**config.mk**
```make
export PLATFORM = sky130hd
export DESIGN_NAME = rx_frame_len_check_flat
export DESIGN_NICKNAME = d
export VERILOG_FILES = /design/src/rtl/rx_pkg.sv /design/src/rtl/rx_frame_len_check_if.sv /design/src/rtl/rx_len_acc.sv /design/src/rtl/rx_frame_len_check.sv /design/src/flat_wrapper.sv
export SDC_FILE = /design/constraint.sdc
export NUM_CORES = 1
export LEC_CHECK = 0
export BUFFER_PORTS_ARGS = -buffer_cell sky130_fd_sc_hd__clkbuf_2
export CORE_ASPECT_RATIO = 1.25
export CORE_MARGIN = 4
export CORE_UTILIZATION = 40
export CTS_BUF_LIST = sky130_fd_sc_hd__clkbuf_4
export DETAILED_ROUTE_END_ITERATION = 10
export GPL_TIMING_DRIVEN = 0
export RECOVER_POWER = 25
export SYNTH_ARGS = -nofsm -noshare
export SYNTH_HDL_FRONTEND = slang
export SYNTH_SLANG_ARGS = --single-unit
export TNS_END_PERCENT = 50
```
**constraint.sdc**
```tcl
create_clock -name clk -period 3.5 [get_ports clk]
set_input_delay 0.35 -clock clk [delete_from_list [all_inputs] [get_ports clk]]
set_output_delay 0.35 -clock clk [all_outputs]
set_load 0.05 [all_outputs]
```
**src/rtl/rx_pkg.sv**
```systemverilog
// Shared FSM state type, length defaults and byte-enable popcount for the
// rx frame length checker.
package rx_pkg;

  localparam int LEN_W_DEF     = 16;
  localparam int MIN_LEN_DEF   = 64;
  localparam int MAX_LEN_DEF   = 1518;
  localparam int JUMBO_LEN_DEF = 9018;

  typedef enum logic [0:0] {
    IDLE  = 1'b0,
    COUNT = 1'b1
  } rx_state_e;

  function automatic logic [3:0] popcount8(input logic [7:0] be);
    logic [3:0] cnt;
    cnt = 4'd0;
    for (int i = 0; i < 8; i++) begin
      cnt = cnt + {3'd0, be[i]};
    end
    return cnt;
  endfunction

endpackage

```
**src/rtl/rx_frame_len_check_if.sv**
```systemverilog
// Word stream from the byte-lane decoder plus the length/status pulse
// handed to the statistics counters.
interface rx_frame_len_check_if
  import rx_pkg::*;
#(
  parameter int LEN_W = LEN_W_DEF
);
  logic             rx_valid;
  logic             rx_sof;
  logic             rx_eof;
  logic [7:0]       rx_be;
  logic [LEN_W-1:0] frame_len;
  logic             stat_vld;
  logic             too_short;
  logic             too_long;
  logic             aborted;

  modport master (
    output rx_valid, rx_sof, rx_eof, rx_be,
    input  frame_len, stat_vld, too_short, too_long, aborted
  );

  modport slave (
    input  rx_valid, rx_sof, rx_eof, rx_be,
    output frame_len, stat_vld, too_short, too_long, aborted
  );
endinterface

```
**src/rtl/rx_len_acc.sv**
```systemverilog
// Saturating byte accumulator: load restarts the count, add accumulates,
// otherwise hold. sum_o is the saturated acc + bytes_i for end-of-frame use.
module rx_len_acc #(
  parameter int LEN_W = 16
) (
  input  logic             clk,
  input  logic             reset,
  input  logic             load_i,
  input  logic             add_i,
  input  logic [3:0]       bytes_i,
  output logic [LEN_W-1:0] acc_o,
  output logic [LEN_W-1:0] sum_o
);

  logic [LEN_W-1:0] acc_q;
  logic [LEN_W-1:0] acc_d;
  logic [LEN_W:0]   wide_s;

  // Next count; a carry out clamps the sum at all-ones instead of wrapping.
  always_comb begin
    wide_s = {1'b0, acc_q} + {{(LEN_W-3){1'b0}}, bytes_i};
    if (wide_s[LEN_W]) begin
      sum_o = {LEN_W{1'b1}};
    end else begin
      sum_o = wide_s[LEN_W-1:0];
    end
    if (load_i) begin
      acc_d = {{(LEN_W-4){1'b0}}, bytes_i};
    end else if (add_i) begin
      acc_d = sum_o;
    end else begin
      acc_d = acc_q;
    end
  end

  // Accumulator register.
  always_ff @(posedge clk or posedge reset) begin
    if (reset) begin
      acc_q <= {LEN_W{1'b0}};
    end else begin
      acc_q <= acc_d;
    end
  end

  assign acc_o = acc_q;

endmodule

```
**src/rtl/rx_frame_len_check.sv**
```systemverilog
// Per-frame byte counter issuing a one-cycle length/runt/oversize/abort pulse.
// Define RX_JUMBO_EN to raise the oversize limit from MAX_LEN to JUMBO_LEN.
module rx_frame_len_check
  import rx_pkg::*;
#(
  parameter int LEN_W     = LEN_W_DEF,
  parameter int MIN_LEN   = MIN_LEN_DEF,
  parameter int MAX_LEN   = MAX_LEN_DEF,
  parameter int JUMBO_LEN = JUMBO_LEN_DEF
) (
  input logic                 clk,
  input logic                 reset,
  rx_frame_len_check_if.slave rx_if
);

`ifdef RX_JUMBO_EN
  localparam int ACT_MAX = (JUMBO_LEN > MAX_LEN) ? JUMBO_LEN : MAX_LEN;
`else
  localparam int ACT_MAX = (MAX_LEN < JUMBO_LEN) ? MAX_LEN : JUMBO_LEN;
`endif
  localparam logic [LEN_W-1:0] LEN_SAT = {LEN_W{1'b1}};

  rx_state_e        state_q;
  logic [3:0]       pop_s;
  logic [LEN_W-1:0] pop_len_s;
  logic [LEN_W-1:0] acc_s;
  logic [LEN_W-1:0] sum_s;
  logic             load_s;
  logic             add_s;
  logic             ev_s;
  logic             ev_abort_s;
  logic [LEN_W-1:0] ev_len_s;
  logic             ev2_s;
  logic             pend_q;
  logic             pend_abort_q;
  logic [LEN_W-1:0] pend_len_q;
  logic             out_vld_s;
  logic             out_abort_s;
  logic [LEN_W-1:0] out_len_s;
  logic             short_s;
  logic             long_s;
  logic [LEN_W-1:0] frame_len_q;
  logic             stat_vld_q;
  logic             too_short_q;
  logic             too_long_q;
  logic             aborted_q;

  assign pop_s     = popcount8(rx_if.rx_be);
  assign pop_len_s = {{(LEN_W-4){1'b0}}, pop_s};

  rx_len_acc #(.LEN_W(LEN_W)) u_acc (
    .clk     (clk),
    .reset   (reset),
    .load_i  (load_s),
    .add_i   (add_s),
    .bytes_i (pop_s),
    .acc_o   (acc_s),
    .sum_o   (sum_s)
  );

  // Word decode: accumulator controls and the status events this word raises.
  // A sof inside a frame can raise two: the abort, then a single-word frame.
  always_comb begin
    load_s     = 1'b0;
    add_s      = 1'b0;
    ev_s       = 1'b0;
    ev_abort_s = 1'b0;
    ev_len_s   = sum_s;
    ev2_s      = 1'b0;
    if (rx_if.rx_valid) begin
      case (state_q)
        IDLE: begin
          if (rx_if.rx_sof) begin
            ev_s     = rx_if.rx_eof;
            ev_len_s = pop_len_s;
            load_s   = ~rx_if.rx_eof;
          end else begin
            ev_s = 1'b0;
          end
        end
        COUNT: begin
          if (rx_if.rx_sof) begin
            ev_s       = 1'b1;
            ev_abort_s = 1'b1;
            ev_len_s   = acc_s;
            ev2_s      = rx_if.rx_eof;
            load_s     = ~rx_if.rx_eof;
          end else begin
            add_s    = 1'b1;
            ev_s     = rx_if.rx_eof;
            ev_len_s = sum_s;
          end
        end
        default: begin
          ev_s = 1'b0;
        end
      endcase
    end else begin
      ev_s = 1'b0;
    end
  end

  // A deferred status goes out ahead of anything raised this cycle.
  always_comb begin
    if (pend_q) begin
      out_vld_s   = 1'b1;
      out_len_s   = pend_len_q;
      out_abort_s = pend_abort_q;
    end else begin
      out_vld_s   = ev_s;
      out_len_s   = ev_len_s;
      out_abort_s = ev_abort_s;
    end
    short_s = 32'(out_len_s) < MIN_LEN;
    long_s  = (32'(out_len_s) > ACT_MAX) || (out_len_s == LEN_SAT);
  end

  // FSM, deferred status slot and registered status outputs.
  always_ff @(posedge clk or posedge reset) begin
    if (reset) begin
      state_q      <= IDLE;
      pend_q       <= 1'b0;
      pend_abort_q <= 1'b0;
      pend_len_q   <= {LEN_W{1'b0}};
      frame_len_q  <= {LEN_W{1'b0}};
      stat_vld_q   <= 1'b0;
      too_short_q  <= 1'b0;
      too_long_q   <= 1'b0;
      aborted_q    <= 1'b0;
    end else begin
      if (rx_if.rx_valid) begin
        case (state_q)
          IDLE:    state_q <= (rx_if.rx_sof && !rx_if.rx_eof) ? COUNT : IDLE;
          COUNT:   state_q <= rx_if.rx_eof ? IDLE : COUNT;
          default: state_q <= IDLE;
        endcase
      end else begin
        state_q <= state_q;
      end
      pend_q       <= ev2_s | (pend_q & ev_s);
      pend_len_q   <= ev2_s ? pop_len_s : ev_len_s;
      pend_abort_q <= ev2_s ? 1'b0 : ev_abort_s;
      stat_vld_q   <= out_vld_s;
      if (out_vld_s) begin
        frame_len_q <= out_len_s;
        too_short_q <= short_s;
        too_long_q  <= long_s;
        aborted_q   <= out_abort_s;
      end else begin
        frame_len_q <= frame_len_q;
        too_short_q <= 1'b0;
        too_long_q  <= 1'b0;
        aborted_q   <= 1'b0;
      end
    end
  end

  assign rx_if.frame_len = frame_len_q;
  assign rx_if.stat_vld  = stat_vld_q;
  assign rx_if.too_short = too_short_q;
  assign rx_if.too_long  = too_long_q;
  assign rx_if.aborted   = aborted_q;

endmodule

```
**src/flat_wrapper.sv**
```systemverilog
// flat-port wrapper written by rule: the top's interface ports become plain ports
module rx_frame_len_check_flat import rx_pkg::*;
#(
  parameter int LEN_W     = LEN_W_DEF,
  parameter int MIN_LEN   = MIN_LEN_DEF,
  parameter int MAX_LEN   = MAX_LEN_DEF,
  parameter int JUMBO_LEN = JUMBO_LEN_DEF
)
  (clk, reset, rx_if_rx_valid, rx_if_rx_sof, rx_if_rx_eof, rx_if_rx_be, rx_if_frame_len, rx_if_stat_vld, rx_if_too_short, rx_if_too_long, rx_if_aborted);
  rx_frame_len_check_if #(.LEN_W(LEN_W)) rx_if_i ();
  input logic clk;
  input logic reset;
  input wire logic [$bits(rx_if_i.rx_valid)-1:0] rx_if_rx_valid;
  input wire logic [$bits(rx_if_i.rx_sof)-1:0] rx_if_rx_sof;
  input wire logic [$bits(rx_if_i.rx_eof)-1:0] rx_if_rx_eof;
  input wire logic [$bits(rx_if_i.rx_be)-1:0] rx_if_rx_be;
  output wire logic [$bits(rx_if_i.frame_len)-1:0] rx_if_frame_len;
  output wire logic [$bits(rx_if_i.stat_vld)-1:0] rx_if_stat_vld;
  output wire logic [$bits(rx_if_i.too_short)-1:0] rx_if_too_short;
  output wire logic [$bits(rx_if_i.too_long)-1:0] rx_if_too_long;
  output wire logic [$bits(rx_if_i.aborted)-1:0] rx_if_aborted;
  assign rx_if_i.rx_valid = rx_if_rx_valid;
  assign rx_if_i.rx_sof = rx_if_rx_sof;
  assign rx_if_i.rx_eof = rx_if_rx_eof;
  assign rx_if_i.rx_be = rx_if_rx_be;
  assign rx_if_frame_len = rx_if_i.frame_len;
  assign rx_if_stat_vld = rx_if_i.stat_vld;
  assign rx_if_too_short = rx_if_i.too_short;
  assign rx_if_too_long = rx_if_i.too_long;
  assign rx_if_aborted = rx_if_i.aborted;
  rx_frame_len_check #(.LEN_W(LEN_W), .MIN_LEN(MIN_LEN), .MAX_LEN(MAX_LEN), .JUMBO_LEN(JUMBO_LEN)) u_core (.clk(clk), .reset(reset), .rx_if(rx_if_i));
endmodule
```
; ---- Yosys cells after proc, flatten, opt, wreduce, memory -nomap -nowiden
; Index checks and enable logic that the tools add are counted.
[totals]
reg_bits = 55
input_bits = 13
output_inout_bits = 20
elab_cells = 61
[op_classes]
addsub = 8
n_lt_le_gt_ge = 2
n_eq_ne = 1
n_mux = 32
bitwise_logic = 4
n_reduce_logical = 4
[op_table]
columns = cell, count
row1 = 16-bit 2-to-1 mux, 8
row2 = 16-bit one-hot mux with 2 select lines, 1
row3 = 4-bit by 1-bit adder with 4-bit output, 6
row4 = 1-bit 2-to-1 mux, 21
row5 = 16-bit by 4-bit adder with 17-bit output, 1
row6 = 16-bit equality test (second input constant), 1
row7 = 16-bit by 11-bit greater-than comparator with 1-bit output (second input constant), 1
row8 = 16-bit by 7-bit less-than comparator with 1-bit output (second input constant), 1
row9 = 1-bit one-hot mux with 2 select lines, 2
row10 = 1-bit by 1-bit adder with 2-bit output, 1
row11 = 1-bit NOT, 2
row12 = 2-bit nonzero test, 1
row13 = 1-bit bitwise AND, 1
row14 = 1-bit logical AND, 1
row15 = 1-bit logical NOT, 1
row16 = 1-bit logical OR, 1
row17 = 1-bit bitwise OR, 1

; ---- Depth between registers and ports, before layout
; Gate-level depths: netlist (run 1).
[depth]
word_depth = 16
ltp_mapped = 19

; ---- Hierarchy
; Synthesis (run 1) repeated with hierarchy kept, for this count alone.
[hier_totals]
hier_cells = 412
area_unflattened_um2 = 3646.0
[by_module_without_submodules]
columns = module, n_inst, cells_per_inst, area_each_um2, seq_area_each_um2
row1 = rx_frame_len_check, 1, 257, 2364.8, 975.9
row2 = rx_len_acc, 1, 155, 1281.2, 400.4

; ---- Worst setup path after synthesis (run 1)
; OpenSTA, ideal clock, no wires.
[synth_timing]
path_type = input -> register
from = in rx_if_rx_be[0]
to = reg u_core.too_long_q, in the netlist u_core.rx_if.too_long
setup_time_ns = 0.129
arrival_time_ns = 4.865
t_required_ns = 3.371
path_slack_ns = -1.494
cell_stages = 15
path_cell_list = ha_1 -> inv_1 -> fa_1 -> fa_1 -> fa_1 -> fa_1 -> fa_1 -> nand2b_1 -> a21oi_1 -> nand4_1 -> o211a_1 -> o22a_1 -> or4_4 -> a2111oi_4 -> a21oi_1
[synth_between]
elab_chain_len = 16
[synth_lines]
columns = element, line
row1 = from (decl), flat_wrapper.sv:16  ; input wire logic [$bits(rx_if_i.rx_be)-1:0] rx_if_rx_be;
row2 = 1-bit by 1-bit adder with 2-bit output *, rx_pkg.sv:19  ; cnt = cnt + {3'd0, be[i]};
row3 = 4-bit by 1-bit adder with 4-bit output * (6 in a row), rx_pkg.sv:19
row4 = 16-bit by 4-bit adder with 17-bit output, rx_len_acc.sv:21  ; wide_s = {1'b0, acc_q} + {{(LEN_W-3){1'b0}}, bytes_i};
row5 = 16-bit 2-to-1 mux, rx_len_acc.sv:22  ; if (wide_s[LEN_W]) begin
row6 = 16-bit 2-to-1 mux (on tied branches), "rx_frame_len_check.sv:82, rx_frame_len_check.sv:73"
row7 = 16-bit one-hot mux with 2 select lines, rx_frame_len_check.sv:71  ; case (state_q)
row8 = 16-bit 2-to-1 mux *, rx_frame_len_check.sv:70  ; if (rx_if.rx_valid) begin
row9 = 16-bit 2-to-1 mux *, rx_frame_len_check.sv:105  ; if (pend_q) begin
row10 = 16-bit by 11-bit greater-than comparator with 1-bit output or 16-bit equality test (tied branches), rx_frame_len_check.sv:115  ; long_s = (32'(out_len_s) > ACT_MAX) || (out_len_s == LEN_SAT);
row11 = 1-bit logical OR *, rx_frame_len_check.sv:115
row12 = 1-bit 2-to-1 mux *, rx_frame_len_check.sv:144  ; if (out_vld_s) begin
row13 = to (signal assigned), rx_frame_len_check.sv:147  ; too_long_q <= long_s;
row14 = to (decl), rx_frame_len_check.sv:45  ; logic too_long_q;
; Every way passes the cells marked *; elsewhere a longest branch is shown, timed or not.
; A chain may end at the register's enable or synchronous reset.

; ---- Final worst setup path (run 1)
[layout_timing]
from = in rx_if_rx_be[1]
to = reg u_core.too_long_q, in the netlist u_core.rx_if.too_long
; Same word-level chain as after synthesis.

==> impl_metrics.env, run 1 <==
export IMPL_synthToLayoutAreaGrowth_pct=35.5
export IMPL_crit_path_end_kind="register"
export IMPL_cts_max_path_buffers=2
export IMPL_crit_chain="buf_6 > ha_4 > inv_2 > fa_1 > fa_1 > fa_2 > fa_2 > inv_2 > ha_4 > a21oi_4 > o22a_4 > o21ai_2 > nand3_2 > a221o_1 > or4_4 > a2111oi_4 > a21oi_1"
export IMPL_hold_path_class="in -> reg"
export IMPL_r2r_start="u_core.u_acc.acc_o[6]$_DFFE_PP0P_"
export IMPL_grt_pass1_vias=3385
export IMPL_placement_rows=37
export IMPL_die_h_um=112
export IMPL_dp_hpwl_um=7560
export IMPL_routed_wl_um=11000
export IMPL_tritoncts="done"
export IMPL_grt_antenna_before_repair=0
export IMPL_die_area_sq_um=10300
export IMPL_grt_overflow=0
export IMPL_setup_ws_ns=-1.05
export IMPL_tightest_slew_ns=2.11
export IMPL_antenna_left=0
export IMPL_htree_levels=2
export IMPL_required_ns=3.80
export IMPL_port_buffers=31
export IMPL_maxSlewHeadroom_pct=-40.4
export IMPL_grt_usage_pct=21.2
export IMPL_r2r_end="u_core.rx_if.too_long$_DFF_PP0_"
export IMPL_crit_type="in -> reg"
export IMPL_fp_coreArea_sq_um=8380
export IMPL_clk_latency_ns=0.41
export IMPL_chipWidth_um=91.5
export IMPL_crit_end="u_core.rx_if.too_long$_DFF_PP0_"
export IMPL_clkSinkCount=55
export IMPL_drcViolationCount=0
export IMPL_synth_warnings=0
export IMPL_synth_top_area_share_pct=39.5
export IMPL_async_flop_share_pct=100
export IMPL_synth_area_sq_um=3480
export IMPL_gp_congestion=0.903
export IMPL_cts_made_buffers=5
export IMPL_hold_violations=0
export IMPL_worstRegToRegCells=9
export IMPL_crit_slowest_cell="fa_2"
export IMPL_maxCapViolCount=1
export IMPL_grt_pass1_wl_um=17300
export IMPL_power_density_nw_per_um2=610
export IMPL_status="complete, but fails checks"
export IMPL_dp_worst_setup_slack_ns=-1.70
export IMPL_slowest_delay_ns=0.59
export IMPL_cts_root_buffer="clkbuf_4"
export IMPL_rsz0062_at_grt="true"
export IMPL_synth_seq_cells=55
export IMPL_drive_gt1_share_pct=32.8
export IMPL_syn_area_per_cell_sq_um=8.50
export IMPL_regToRegSetupSlack_ns=0.04
export IMPL_cp_max_fo=4
export IMPL_dr_pass1_iters=5
export IMPL_synth_area_leaders="dfrtp_1 39%, nand2_1 5.1%, a21oi_1 4.6%"
export IMPL_wl_per_cell_um=18.3
export IMPL_ys_flop_type="dfrtp_1"
export IMPL_instances_no_fill=598
export IMPL_fin_nets=506
export IMPL_synthCells=410
export IMPL_clk_pin_slew_ns=0.16
export IMPL_worstPathArrival_ns=4.84
export IMPL_num_io_pins=33
export IMPL_fin_crit_sh_pct=130
export IMPL_p_leak_nw=2.05
export IMPL_diodes=0
export IMPL_min_period_ns=4.55
export IMPL_start_kind="input pin"
export IMPL_synth_edf_count=0
export IMPL_vias=3412
export IMPL_syn_nets=435
export IMPL_crit_start="rx_if_rx_be[1]"
export IMPL_dp_cells=559
export IMPL_seq_area_frac_synth_pct=39.5
export IMPL_grt_max_degree=39
export IMPL_start_util_pct=41.6
export IMPL_vias_per_cell=5.71
export IMPL_violations="max-capacitance violations, max-slew violations, negative setup slack"
export IMPL_clock_skew_ns=0.0168
export IMPL_finalSetupViolCount=49
export IMPL_slew_violations=39
export IMPL_fmax_mhz=220
export IMPL_peakVddDrop_mv=0.306
export IMPL_drtIter0Drc=313
export IMPL_synth_top_area_cell="dfrtp_1"
export IMPL_synth_cell_types=65
-- metal layers --
layer  share of wire (%)  global-route usage (%)
met2                  51                    36.7
met1                  41                    25.5
met4                 4.1                    10.2
met5                   0                       0
met3                 4.4                    3.28
-- worst min path at each step --
stage	slack [ns]	from	to	depth (start not counted)
after CTS	0.25	rx_if_rx_valid	u_core.state_q$_DFFE_PP0P_	2
after floorplan	0.43	u_core.pend_abort_q$_DFF_PP0_	u_core.rx_if.aborted$_DFF_PP0_	2
after detailed placement	0.34	reset	u_core.rx_if.frame_len[1]$_DFFE_PP0P_	2
final	0.26	rx_if_rx_valid	u_core.state_q$_DFFE_PP0P_	2
after global placement	0.45	u_core.pend_abort_q$_DFF_PP0_	u_core.rx_if.aborted$_DFF_PP0_	2
after global routing	0.26	rx_if_rx_valid	u_core.state_q$_DFFE_PP0P_	2
-- report_power, final --
part           internal (mW)  switching, mW  total, mW
logic                  0.659           1.01       1.67
registers              0.764         0.0793      0.843
clock network          0.147          0.223      0.369
-- area by class of cell --
class / count / area [sq um]
inverter: 25 / 93.8
multi-input combinational: 301 / 2390
timing repair buffer: 64 / 475
clock buffer: 5 / 37.5
fill: 752 / 3660
buffer: 29 / 163
sequential: 55 / 1380
tap: 117 / 146
clock inverter: 2 / 37.5
-- sequential cells by signal, indices dropped and copies added (netlist names) --
register / count
u_core.state_q: 1
u_core.rx_if.stat_vld: 1
u_core.u_acc.acc_o: 16
u_core.pend_abort_q: 1
u_core.rx_if.too_long: 1
u_core.pend_len_q: 16
u_core.rx_if.aborted: 1
u_core.pend_q: 1
u_core.rx_if.too_short: 1
u_core.rx_if.frame_len: 16
-- synthesized netlist by cell type, types with 2 or more instances --
cell type,number
nand2b_1,3
buf_2,6
xor2_1,2
o21bai_1,4
dfrtp_1,55
maj3_1,2
a311oi_1,3
buf_4,4
nor3_1,10
a221oi_1,2
a22o_1,5
a211oi_1,6
nor2b_1,2
a21o_1,4
a21oi_1,32
a31oi_1,9
o22a_1,5
fa_1,5
and4_1,2
a221o_1,2
o21ai_0,25
nor2_1,42
nand3_1,16
nand4_1,6
o311ai_0,2
inv_1,24
nor4_1,3
xnor2_1,2
nand2_1,47
ha_1,7
and3_1,6
o31ai_1,8
o211ai_1,3
a41o_1,2
and2_1,6
clkbuf_1,18
nor3b_1,2
-- worst max-delay path: cells and delay by family --
kind	cells	cell delay, ns
adder cells (fa/ha/maj)	6	2.44
AO/OA/AOI/OAI	6	1.16
buffers and inverters	3	0.19
AND/OR/NAND/NOR	2	0.69
-- through the flow --
stage / hold WS, ns / setup TNS, ns / utilization (%) / instance area, sq um / power (mW)
after detailed placement: 0.341 / -45.73 / 47.5 / 3980 / 2.08
after floorplan: 0.428 / -22.30 / - / 3660 / 1.79
after global routing: 0.262 / -23.82 / 56.4 / 4720 / 3.05
after global placement: 0.454 / -44.13 / 47.3 / 3960 / 2.05
final: 0.264 / -19.04 / 56.4 / 4720 / 2.88
after CTS: 0.253 / -14.78 / 52.4 / 4390 / 2.68
-- cells in the final DEF (no fill, tap or decap), types with 8 or more instances in the layout --
master and count:
a21oi_1 26, buf_4 23, buf_6 11, clkbuf_1 18, clkbuf_2 29, dfrtp_1 55, inv_1 22, nand2_1 45
nand3_1 11, nor2_1 37, o21ai_0 8, o21ai_1 12
-- repair_timing --
action,4_1_cts,5_1_grt
hold buffers,1,0
pin swaps,38,26
hold endpoints to repair,17,0
endpoints found under the setup margin,50,50
resized for setup,42,55
setup buffers,18,15
-- cell families (layout without fill, tap and decap cells) --
family                   count (synthesis)  count (layout)  synth area share, %
AO/OA/AOI/OAI                          129             129                 25.6
XOR/XNOR                                 4               4                 1.01
adder cells (fa/ha/maj)                 14              14                 5.96
buffers and inverters                   54             125                 6.46
flip-flops                              55              55                 39.5
multiplexers                             2               2                0.610
AND/OR/NAND/NOR                        152             152                 20.9
Power figures use the tool's default switching activity.
==> run 2: changes to the inputs <==
Settings changed: CORE_MARGIN 4 to 2, PLACE_DENSITY_LB_ADDON set to 0.08.
==> run 2 against run 1 <==
  * The run ends with negative setup slack left
  * Maximum frequency is 1.0% lower
  * Cell count down 2.7%
  * Clock power down 18%
  * Routed wire length is 2.1% lower
  * Sequential power is essentially flat
  * Clock-buffer cell count stayed put
  * Critical path type unchanged
==> impl_metrics.env, run 2 (synthesis gave the netlist of run 1 again) <==
export IMPL_num_io_pins=33
export IMPL_grt_max_degree=34
export IMPL_fin_crit_sh_pct=131
export IMPL_worstPathArrival_ns=4.88
export IMPL_crit_path_frequent_cell="fa_2"
export IMPL_tightest_slew_ns=1.25
export IMPL_drive_gt1_share_pct=34.2
export IMPL_crit_path_end_kind="register"
export IMPL_crit_type="in -> reg"
export IMPL_seq_area_sq_um=1380
export IMPL_maxCapViolCount=0
export IMPL_regToRegSetupSlack_ns=0.09
export IMPL_port_buffers=31
export IMPL_placement_rows=38
export IMPL_clock_skew_ns=0.0180
export IMPL_status="complete, but fails checks"
export IMPL_peakVddDrop_mv=0.303
export IMPL_drtIter0Drc=217
export IMPL_synthToLayoutAreaGrowth_pct=35.4
export IMPL_fin_nets=506
export IMPL_crit_start="rx_if_rx_be[1]"
export IMPL_chipWidth_um=87.5
export IMPL_finalSetupViolCount=50
export IMPL_dp_hpwl_um=7630
export IMPL_setup_ws_ns=-1.09
export IMPL_hp_start="rx_if_rx_valid"
export IMPL_start_kind="input pin"
export IMPL_grt_pass1_vias=3311
export IMPL_tritoncts="done"
export IMPL_clk_pin_slew_ns=0.18
export IMPL_final_cell_mix="55 x dfrtp_1, 42 x nand2_1, 36 x nor2_1"
export IMPL_rsz0062_at_grt="true"
export IMPL_crit_family="adder cells"
export IMPL_maxSlewHeadroom_pct=16.1
export IMPL_required_ns=3.79
export IMPL_vias_per_cell=5.82
export IMPL_cts_made_buffers=5
export IMPL_wl_per_cell_um=18.5
export IMPL_grt_pass1_wl_um=17100
export IMPL_grt_overflow=0
export IMPL_r2r_start="u_core.u_acc.acc_o[4]$_DFFE_PP0P_"
export IMPL_power_mw=2.79
export IMPL_multi_input_area_sq_um=2420
export IMPL_slowest_delay_ns=0.57
export IMPL_slew_violations=0
export IMPL_dr_pass1_iters=4
export IMPL_crit_buf_inv=2
export IMPL_p_leak_nw=2.05
export IMPL_fp_coreArea_sq_um=8560
export IMPL_cts_max_path_buffers=2
export IMPL_fin_tns_setup_ns=-19.54
export IMPL_start_util_pct=40.7
export IMPL_cts_root_buffer="clkbuf_4"
export IMPL_die_area_sq_um=9480
export IMPL_final_common_cell="dfrtp_1"
export IMPL_nFillCells=808
export IMPL_gp_congestion=0.872
export IMPL_grt_antenna_before_repair=0
export IMPL_fmax_mhz=218
export IMPL_dp_worst_setup_slack_ns=-1.73
export IMPL_final_core_util_pct=55.1
export IMPL_violations="negative setup slack"
export IMPL_htree_levels=2
export IMPL_antenna_left=0
export IMPL_diodes=0
export IMPL_power_density_nw_per_um2=592
export IMPL_drcViolationCount=0
export IMPL_fin_hold_ws_ns=0.251
export IMPL_die_h_um=108
export IMPL_clkSinkCount=55
export IMPL_min_period_ns=4.59
export IMPL_hold_violations=0
export IMPL_routed_wl_um=10700
export IMPL_crit_chain="buf_6 > ha_4 > inv_2 > fa_1 > fa_1 > fa_2 > fa_2 > fa_2 > nand2b_4 > a21oi_4 > nand4_1 > o211a_1 > o22a_1 > or4_4 > a2111oi_4 > a21oi_1"
export IMPL_crit_slowest_cell="or4_4"
export IMPL_vias=3385
export IMPL_hold_path_class="in -> reg"
export IMPL_cp_max_fo=7
export IMPL_clk_latency_ns=0.41
export IMPL_grt_usage_pct=23.5
run 2: where the power goes:
group          switching (mW)  internal (mW)  total, mW
combinational           0.986          0.662       1.65
clock                   0.223         0.0777      0.301
sequential             0.0772          0.764      0.841
run 2: worst register-to-register path, cell delays in order (launching register included):
cell,delay [ns]
dfrtp_1,0.35
buf_2,0.26
nand4_1,0.24
nor4_1,0.91
a21oi_2,0.20
a221o_1,0.38
a211oi_2,0.19
or3b_2,0.47
o31ai_1,0.21
a21oi_1,0.07
run 2: cell type report:
type / instances / share of cell area [%]
multi-input combinational: 301 / 51.4
sequential: 55 / 29.2
timing repair buffer: 64 / 10.2
inverter: 25 / 1.99
tap: 100 / 2.65
clock buffer: 5 / 0.796
buffer: 29 / 3.37
clock inverter: 3 / 0.424
run 2: path summary, 6_finish.rpt:
path                                                              end  depth (start not counted)
min in group asynchronous              u_core.pend_len_q[1]$_DFF_PP0_                          3
worst max-delay path                  u_core.rx_if.too_long$_DFF_PP0_                         16
worst min-delay path                       u_core.state_q$_DFFE_PP0P_                          2
max in group asynchronous       u_core.rx_if.frame_len[6]$_DFFE_PP0P_                          4
worst min register to register  u_core.rx_if.frame_len[9]$_DFFE_PP0P_                          2
worst max register to register        u_core.rx_if.too_long$_DFF_PP0_                          9
run 2: through the flow:
stage	instance area, sq um	instances
floorplan	3660	410
global placement	3940	541
detailed placement	3960	542
CTS	4480	581
global route	4720	582
finish	4720	582
run 2: repair_timing:
| action | 4_1_cts | 5_1_grt |
|---|---|---|
| resized for setup | 51 | 49 |
| setup endpoints to repair | 50 | 50 |
| buffers inserted | 30 | 11 |
| endpoints found under the hold margin | 22 | 0 |
| hold buffers | 1 | 0 |
| pin swaps | 34 | 28 |
run 2: layer usage:
metal	global-route usage [%]	up-vias	routed length [um]
met1	29.0	1631	4540
met5	0	-	0
met4	8.57	0	288
li1	-	1620	-
met3	3.05	22	410
met2	41.5	112	5500
==> run 3: changes to the inputs <==
Settings changed: REMOVE_ABC_BUFFERS set to 1.
==> run 3 against run 2 <==
  * The flow finishes with violations (max-capacitance violations, max-slew violations, negative setup slack)
  * Maximum frequency up 0.22%
  * Sequential cell count unchanged
  * Worst hold slack got worse by 0.048 ns
  * Combinational power decreased by 7%
  * Global-route usage fell by 1.3 points
  * Clock power rose by 2%
  * Register-to-register slack improved by 0.04 ns
  * Clock-buffer cell count did not move
==> impl_metrics.env, run 3 (synthesis gave the netlist of run 1 again) <==
export IMPL_crit_path_end_kind="register"
export IMPL_grt_antenna_before_repair=0
export IMPL_synthToLayoutAreaGrowth_pct=30.1
export IMPL_die_h_um=108
export IMPL_min_period_ns=4.58
export IMPL_dp_cells=514
export IMPL_violations="max-capacitance violations, max-slew violations, negative setup slack"
export IMPL_grt_max_degree=39
export IMPL_final_cell_mix="55 x dfrtp_1, 45 x nand2_1, 35 x nor2_1"
export IMPL_start_kind="input pin"
export IMPL_switchingPower_mw=1.25
export IMPL_tritoncts="done"
export IMPL_start_util_pct=40.7
export IMPL_required_ns=3.80
export IMPL_dr_pass1_iters=6
export IMPL_grt_overflow=0
export IMPL_p_seq_share_pct=32.4
export IMPL_fin_hold_ws_ns=0.203
export IMPL_clkSinkCount=55
export IMPL_htree_levels=2
export IMPL_vias=3320
export IMPL_clk_pin_slew_ns=0.17
export IMPL_cts_made_buffers=5
export IMPL_rsz0062_at_grt="true"
export IMPL_sw_frac_of_total_pct=45.7
export IMPL_grt_pass1_wl_um=16400
export IMPL_fin_nets=485
export IMPL_final_area_sq_um=4530
export IMPL_crit_chain="buf_6 > ha_4 > inv_2 > fa_1 > fa_1 > fa_2 > fa_2 > xnor2_4 > ha_4 > buf_12 > nand2b_4 > a211oi_4 > a41oi_2 > a22o_1 > or4_4 > buf_6 > o31ai_4 > a21oi_1"
export IMPL_drcViolationCount=0
export IMPL_fp_coreArea_sq_um=8560
export IMPL_routed_wl_um=10300
export IMPL_maxCapViolCount=1
export IMPL_comb_power_share_pct=56.3
export IMPL_wl_per_cell_um=18.4
export IMPL_status="complete, but fails checks"
export IMPL_p_clk_share_pct=11.3
export IMPL_dp_hpwl_um=6680
export IMPL_diodes=0
export IMPL_instances_no_fill=561
export IMPL_p_int_mw=1.48
export IMPL_p_leak_nw=1.99
export IMPL_die_area_sq_um=9480
export IMPL_post_dp_cell_area_sq_um=3660
export IMPL_fin_crit_sh_pct=131
export IMPL_port_buffers=32
export IMPL_grt_usage_pct=22.2
export IMPL_clk_latency_ns=0.39
export IMPL_num_io_pins=33
export IMPL_slew_violations=39
export IMPL_seq_area_sq_um=1380
export IMPL_slowest_delay_ns=0.59
export IMPL_hold_path_class="in -> reg"
export IMPL_grt_pass1_vias=3169
export IMPL_tightest_slew_ns=1.79
export IMPL_gp_congestion=0.889
export IMPL_crit_type="in -> reg"
export IMPL_drive_gt1_share_pct=34.5
export IMPL_hold_violations=0
export IMPL_power_density_nw_per_um2=602
export IMPL_crit_slowest_cell="or4_4"
export IMPL_setup_ws_ns=-1.08
export IMPL_nFillCells=806
export IMPL_antenna_left=0
export IMPL_peakVddDrop_mv=0.314
export IMPL_cp_max_fo=6
export IMPL_cts_max_path_buffers=2
export IMPL_placement_rows=38
export IMPL_worstPathArrival_ns=4.88
export IMPL_drtIter0Drc=252
export IMPL_chipWidth_um=87.5
export IMPL_clock_skew_ns=0.0113
export IMPL_vias_per_cell=5.92
export IMPL_cts_root_buffer="clkbuf_4"
export IMPL_final_common_cell="dfrtp_1"
export IMPL_finalSetupViolCount=48
export IMPL_multi_input_area_sq_um=2330
export IMPL_maxSlewHeadroom_pct=-19.4
export IMPL_fmax_mhz=218
## run 3: cell types whose count changed in the layout (fill, tap and decap cells not counted), moves of 3 or more
cell / delta
buf_2: -5
buf_6: +3
clkbuf_1: -17
nand2_1: +3
nand2_2: -3
## run 3: area by class of cell
cell class / count / share of cell area [%]
Sequential cell: 55 / 30.4
Inverter: 25 / 2.07
Tap cell: 100 / 2.76
Multi-Input combinational cell: 301 / 51.3
Clock buffer: 5 / 0.828
Clock inverter: 3 / 0.497
Timing Repair Buffer: 72 / 12.1
## run 3: worst paths after layout
kind / start / endpoint / slack, ns / depth (start not counted)
worst max-delay path: rx_if_rx_be[0] / u_core.rx_if.too_long$_DFF_PP0_ / -1.08 / 18
worst min-delay path: rx_if_rx_valid / u_core.state_q$_DFFE_PP0P_ / 0.20 / 2
worst max register to register: u_core.pend_q$_DFF_PP0_ / u_core.rx_if.too_long$_DFF_PP0_ / 0.13 / 8
worst min register to register: u_core.pend_abort_q$_DFF_PP0_ / u_core.rx_if.aborted$_DFF_PP0_ / 0.48 / 2
max in group asynchronous: reset / u_core.pend_len_q[1]$_DFF_PP0_ / 0.59 / 4
min in group asynchronous: reset / u_core.rx_if.frame_len[0]$_DFFE_PP0P_ / 0.57 / 3
## run 3: per-stage QoR
| stage | TNS [ns] | total power, mW | utilization, % | setup slack (ns) |
|---|---|---|---|---|
| 6_report | -17.42 | 2.73 | 53.0 | -1.08 |
| 2_1_floorplan | -35.40 | 1.64 | - | -1.60 |
| 3_3_place_gp | -70.87 | 1.88 | 42.5 | -2.48 |
| 4_1_cts | -23.10 | 2.59 | 49.9 | -1.19 |
| 3_5_place_dp | -72.63 | 1.91 | 42.7 | -2.50 |
| 5_1_grt | -23.74 | 2.90 | 53.0 | -1.18 |
## run 3: layer usage
metal / global-route usage, % / vias up / share of wire, %
met4: 8.13 / 0 / 3.1
met1: 29.7 / 1579 / 43
met3: 3.13 / 29 / 5.4
met2: 36.4 / 139 / 49
li1: - / 1573 / -
met5: 0 / - / 0
## run 3: critical path, delay by kind of cell
kind / cells / cell delay, ns
xor gates and xnor gates: 1 / 0.15
and+or+nand+nor: 2 / 0.66
buffers and inverters: 4 / 0.38
AOI/OAI and AO/OA: 5 / 1.06
adders and majority gates: 6 / 2.26
## run 3: power by group through the flow
stage               clock network [mW]  registers, mW  logic (mW)
CTS                              0.318          0.877        1.39
finish                           0.307          0.885        1.54
global placement                     0          0.879        1.00
detailed placement                   0          0.885        1.02
floorplan                            0           1.06       0.585
global route                     0.341          0.903        1.66
## run 3: what timing repair did
| item | CTS | global route |
|---|---|---|
| endpoints found under the setup margin | 50 | 50 |
| buffers inserted | 26 | 15 |
| hold buffers | 1 | 0 |
| resized for setup | 79 | 47 |
| hold endpoints to repair | 17 | 0 |
| pin swaps | 51 | 32 |
